$ cat src/rtl/regfile_wb_arbiter.sv
// regfile_wb_arbiter: arbitrates ex/ls writeback requests onto one registered register-file write port.
// Optional starvation guard for ex is enabled by defining WB_STARVE_EN.
module regfile_wb_arbiter #(
   parameter int unsigned STARVE_LIMIT = 4
) (
   input  logic        clk,
   input  logic        rst_n,
   input  logic        hold,
   input  logic        ex_valid,
   output logic        ex_ready,
   input  logic [31:0] ex_rd,
   input  logic [31:0] ex_data,
   input  logic        ls_valid,
   output logic        ls_ready,
   input  logic [31:0] ls_rd,
   input  logic [31:0] ls_data,
   output logic        rf_wen,
   output logic [31:0] rf_wraddr,
   output logic [31:0] rf_wrdata,
   output logic        busy
);
   typedef enum logic {LS_PRI, EX_PRI} arb_e;

   if (STARVE_LIMIT < 1 || STARVE_LIMIT > 15) begin : g_bad_limit
      $error("STARVE_LIMIT must be in 1..15");
   end

   arb_e        arb;
   logic        ex_go, ls_go, ex_wr, ls_wr;
   logic        rf_wen_q, rf_wen_d;
   logic [31:0] rf_wraddr_q, rf_wraddr_d, rf_wrdata_q, rf_wrdata_d;
   logic        unused_rd_hi;

`ifdef WB_STARVE_EN
   logic [3:0] starve_q, starve_d;
   assign arb = (starve_q == 4'(STARVE_LIMIT)) ? EX_PRI : LS_PRI;
   always_comb
      starve_d = hold                         ? starve_q :
                 (!ex_valid || ex_ready)      ? 4'd0 :
                 (starve_q == 4'(STARVE_LIMIT)) ? starve_q : starve_q + 4'd1;
   always_ff @(posedge clk or negedge rst_n)
      if (!rst_n) starve_q <= 4'd0;
      else        starve_q <= starve_d;
`else
   assign arb = LS_PRI;
`endif

   assign ex_ready = rst_n && !hold && ex_valid && (!ls_valid || arb == EX_PRI);
   assign ls_ready = rst_n && !hold && ls_valid && !(ex_valid && arb == EX_PRI);
   assign ex_go    = ex_valid && ex_ready;
   assign ls_go    = ls_valid && ls_ready;
   // rd==0 transfers are accepted but never reach the register file
   assign ex_wr    = ex_go && (ex_rd[4:0] != 5'd0);
   assign ls_wr    = ls_go && (ls_rd[4:0] != 5'd0);
   assign unused_rd_hi = ^{ex_rd[31:5], ls_rd[31:5]};

   always_comb begin
      rf_wen_d    = hold ? rf_wen_q : (ex_wr || ls_wr);
      rf_wraddr_d = ex_wr ? {27'd0, ex_rd[4:0]} : ls_wr ? {27'd0, ls_rd[4:0]} : rf_wraddr_q;
      rf_wrdata_d = ex_wr ? ex_data : ls_wr ? ls_data : rf_wrdata_q;
   end

   always_ff @(posedge clk or negedge rst_n)
      if (!rst_n) begin
         rf_wen_q    <= 1'b0;
         rf_wraddr_q <= 32'd0;
         rf_wrdata_q <= 32'd0;
      end else begin
         rf_wen_q    <= rf_wen_d;
         rf_wraddr_q <= rf_wraddr_d;
         rf_wrdata_q <= rf_wrdata_d;
      end

   assign rf_wen    = rf_wen_q;
   assign rf_wraddr = rf_wraddr_q;
   assign rf_wrdata = rf_wrdata_q;
   assign busy      = rf_wen_q;
endmodule
$ cat config.mk
export PLATFORM = sky130hd
export DESIGN_NAME = regfile_wb_arbiter
export DESIGN_NICKNAME = d
export VERILOG_FILES = /design/src/rtl/regfile_wb_arbiter.sv
export SDC_FILE = /design/constraint.sdc
export NUM_CORES = 1
export LEC_CHECK = 0
export ABC_AREA = 1
export BUFFER_PORTS_ARGS = -buffer_cell sky130_fd_sc_hd__buf_4
export CORE_MARGIN = 2
export CORE_UTILIZATION = 39
export DETAILED_ROUTE_END_ITERATION = 10
export PLACE_DENSITY_LB_ADDON = 0.1
export SYNTH_ARGS = -nofsm -noshare
export SYNTH_HDL_FRONTEND = slang
export SYNTH_SLANG_ARGS = --single-unit
$ cat constraint.sdc
create_clock -name clk -period 0.8 [get_ports clk]
set_input_delay 0.04 -clock clk [delete_from_list [all_inputs] [get_ports clk]]
set_output_delay 0.04 -clock clk [all_outputs]
set_load 0.05 [all_outputs]
Word level (Yosys, flattened, before mapping):

Cells that the tools add are included.

* flip-flop bits (word level): 65
* output and inout bits: 68

* mux-type cells: 4
* reduce and logical (&&, ||, !) cells: 14

Operators by type and width (count)
* 32-bit 2-to-1 mux: 4
* 5-bit nonzero test: 2
* 1-bit logical AND: 8
* 1-bit logical NOT: 2
* 2-bit nonzero test: 1
* 1-bit logical OR: 1

Longest topological paths before layout:

* depth after elaboration: 7
* depth in mapped cells: 9
* mapped depth without buffers: 8

Least setup slack after synthesis:

Ideal clock, no wire load.

* kind: in2reg
* start: input hold
* end: register rf_wraddr_q[0], in the netlist rf_wraddr[0]
* data arrival time: 1031 ps
* data required time: 682 ps
* setup slack: -348 ps
* stages: 9
* buffers on the path: 1
* path through: inv_2 > nand2_2 > nor2_4 > nand2_1 > nand2_4 > inv_4 > buf_6 > nand2_1 > nand2_1

* elaborated cells on any way between the ends: 11
* classes of those cells: 1 x mux; 10 x reduce/logical

RTL lines
* from (decl): line 8 `input logic hold,`
* 1-bit logical NOT: line 49 `assign ls_ready = rst_n && !hold && ls_valid && !(ex_valid && arb == EX_PRI);`
* 1-bit logical AND (2 in a row): line 49
* named net ls_ready: line 14 `output logic ls_ready,`
* 1-bit logical AND: line 51 `assign ls_go = ls_valid && ls_ready;`
* 1-bit logical AND: line 54 `assign ls_wr = ls_go && (ls_rd[4:0] != 5'd0);`
* 2-bit nonzero test (no source line)
* to (signal assigned): line 70 `rf_wraddr_q <= rf_wraddr_d;`
* to (decl): line 31 `logic [31:0] rf_wraddr_q, rf_wraddr_d, rf_wrdata_q, rf_wrdata_d;`

The timed path passes the listed nets, and every way through them passes these cells.
A chain may end at the register's enable or synchronous reset.

Final worst setup path:

* start: register rf_wen_q, in the netlist busy
* end: output rf_wen

RTL lines
* from (decl): line 30 `logic rf_wen_q, rf_wen_d;`
* from (signal assigned): line 69 `rf_wen_q <= rf_wen_d;`
* to (decl): line 17 `output logic rf_wen,`

No word-level cell between the ends.

==> metrics.md <==
| Metric | Value |
|---|---|
| Grt ovf | 0 |
| Final Hold Violating Endpoints | 38 |
| Reg2reg setup slack | -0.01 ns |
| Seq/Total Area, Yosys | 39.3% |
| Share of total power in combinational logic | 49.0% |
| Floorplan core area | 0.00596 sq mm |
| Flop pwr share | 30.9% |
| Relative slew slack | 66.1% |
| Worst slew pin tran | 0.509 ns |
| 1st-pass router iterations | 4 |
| Leakage | 2.35 nW |
| Wire per inst | 15.6 microns |
| CP Max Fanout | 3 |
| Number of antenna-violating nets in the routed design | 0 |
| CP top delay family | flip-flops |
| Outcome | complete, but fails checks |
| Vias in the first global route | 2134 |
| P per Cell Area | 1890 mW/mm^2 |
| H-tree depth | 2 |
| Largest net degree at the start of global routing | 39 |
| Buffers added on ports | 119 |
| Clock latency on the worst-skew pair | 0.30 ns |
| Clock power frac | 20.1% |
| Share of layout cells above drive strength 1 | 47.9% |
| Reg2reg end | rf_wrdata[25] |
| Data required, critical path | 0.76 ns |
| Layout area overhead | 82.2% |
| Worst path buffer plus inverter count | 1 |
| DP HPWL | 4.57 mm |
| Setup TNS | -4.66 ns |
| VDD IR max | 1.11 mV |
| Tot Pwr | 8.33 mW |
| Leading area contributor after synthesis | dfrtp_1 |
| I/O pin count | 201 |
| Vias/cell | 4.66 |
| Share of flip-flops with an asynchronous set or reset | 100% |
| DRC errors left | 0 |
| CP startpoint kind | flop |
| Clock slew at reported path FFs | 0.08 ns |
| Failing checks | negative hold slack, negative setup slack |
| Worst stage delay on the critical path | 0.44 ns |
| Worst reg2reg path depth | 3 |
| Post-synth EDFFs | 0 |
| DR vias | 2584 |
| Int Power | 4.81 mW |
| Clock net sink count | 38 |
| Synth cell count leaders | 116 x nand2_1, 38 x dfrtp_1, 38 x nand3_1 |
| Count leader, synth | nand2_1 |
| CTS max path bufs | 2 |
| GRT Total Usage | 20.0% |
| Fin crit share | 117% |
| CTS root buffer | clkbuf_8 |
| Initial DRC count | 166 |
| Die width | 82.7 microns |
| Fin. max-slew vios | 0 |
| Cts bufs inserted | 5 |
| Antenna violations before repair | 0 |
| Synth cell types | 20 |
| Row count | 28 |
| Post-Syn Area | 0.00242 sq mm |
| Final Wtd Congestion | 0.768 |
| Die ar. | 0.00684 sq mm |
| P_sw | 3.52 mW |
| First-pass GRT wire length | 10.3 mm |
| Die Ht | 82.7 microns |
| CP cell instances | buf_6 |
| Post-synthesis area per instance | 7.51 sq um |
| Fin crit period | 0.936 ns |
| Main area contributors after synthesis | dfrtp_1 39%, nand2_1 18%, nand3b_1 11% |
| Cells after synthesis | 322 |
| Worst Skew | 0 ns |
| Diode count | 0 |
| Starting Density | 40.6% |
| FF-to-FF Start | rf_wrdata[25] |
| CP arrival | 0.90 ns |
| Synth Warn # | 0 |
| Critical path class | flop to output port |
| Hold Crit Class | input port to asynchronous set/reset pin |
| Ys flop type | dfrtp_1 |
| Switching share of power | 42.3% |
| Crit path capture type | output port |
| Number of synthesized register bits | 38 |
| Min Hold Slack | -0.136 ns |
| Final WS setup | -0.136 ns |
| Final setup fails | 70 |
| Max cap viols | 0 |
| Total wire length | 8.64 mm |
| CP max stage cell | dfrtp_2 |
| Highest Clock Rate | 1070 MHz |
| Post-layout net count | 612 |
| CTS tree | yes |
| Unrepaired setup endpoints after global routing | yes |
| Top-area cell type share of the netlist area | 39.3% |
[flip-flops by register name, indices dropped and copies added (netlist names)]
signal     cells
rf_wrdata     32
rf_wraddr      5
busy           1
[worst register-to-register path, stage by stage (launching register included)]
cell     delay (ns)
dfrtp_1        0.41
buf_4          0.14
nand2_1        0.07
nand2_1        0.07
[power groups by stage]
stage / Sequential (mW) / Clock (mW) / Combinational (mW)
detailed placement: 2.52 / 0 / 3.30
finish: 2.57 / 1.68 / 4.08
global route: 2.61 / 1.78 / 4.31
CTS: 2.56 / 1.71 / 3.66
floorplan: 3.79 / 0 / 0.996
global placement: 2.53 / 0 / 3.27
[cells by family (layout without fill, tap and decap cells)]
group                  after synthesis  in the layout  share of synthesized area [%]
AND/OR/NAND/NOR                    199            200                           40.4
flip-flops                          38             38                           39.3
buffers and inverters               83            214                           19.9
other                                1             27                          0.155
AO/OA/AOI/OAI                        1              1                          0.207
[metal layers]
layer	global-route usage, %	up-vias	part of all wire (%)
li1	-	1260	-
met1	24.5	1201	39
met2	32.4	112	48
met3	8.91	11	11
met4	4.59	0	1.4
met5	0	-	0
[cell type report]
class	instances	area (sq um)
inverters	38	176
repair buffers	165	1680
clock inverters	3	45.0
multi-input cells	228	1350
well taps	75	93.8
repair inverters	3	31.3
clock buffers	5	68.8
flip-flops and latches	38	953
fillers	449	1550
[per-stage QoR]
step | instances | cell area [sq um] | util, % | setup slack (ns) | hold WS [ns]
final | 555 | 4410 | 74.0 | -0.136 | -0.136
after global routing | 555 | 4410 | 74.0 | -0.169 | -0.111
after CTS | 529 | 3770 | 63.3 | -0.143 | -0.137
after detailed placement | 508 | 3360 | 56.4 | -0.283 | 0.203
after global placement | 508 | 3360 | 56.4 | -0.246 | 0.193
after floorplan | 348 | 2590 | - | -0.307 | -0.256
[worst max path at each step]
stage                   from  cells after the start            end  slack (ns)
2_1_floorplan           hold                      9   rf_wraddr[0]       -0.31
6_report                busy                      1         rf_wen       -0.14
3_5_place_dp        ls_rd[2]                      8  rf_wrdata[22]       -0.28
5_1_grt        rf_wrdata[21]                      1  rf_wrdata[21]       -0.17
3_3_place_gp        ls_rd[2]                      8  rf_wrdata[19]       -0.25
4_1_cts                 busy                      1         rf_wen       -0.14
[cell usage in the layout (no fill, tap or decap), drive strengths merged, types with 2 or more instances in the layout]
| master | synthesis | final |
|---|---|---|
| clkbuf | 2 | 13 |
| nand3 | 39 | 39 |
| conb | 1 | 27 |
| nand3b | 35 | 35 |
| nand2 | 119 | 120 |
| nor2 | 6 | 6 |
| buf | 43 | 154 |
| dlygate4sd3 | 0 | 3 |
| dfrtp | 38 | 38 |
| clkinvlp | 0 | 2 |
| inv | 38 | 40 |
[what timing repair did]
item,in CTS,in global routing
gates cloned,1,15
endpoints found under the hold margin,40,39
resized for setup,41,62
hold buffers,2,1
setup endpoints to repair,41,76
pin swaps,0,57
setup buffers,10,11
Note: power is estimated with default switching activity, not from simulation.
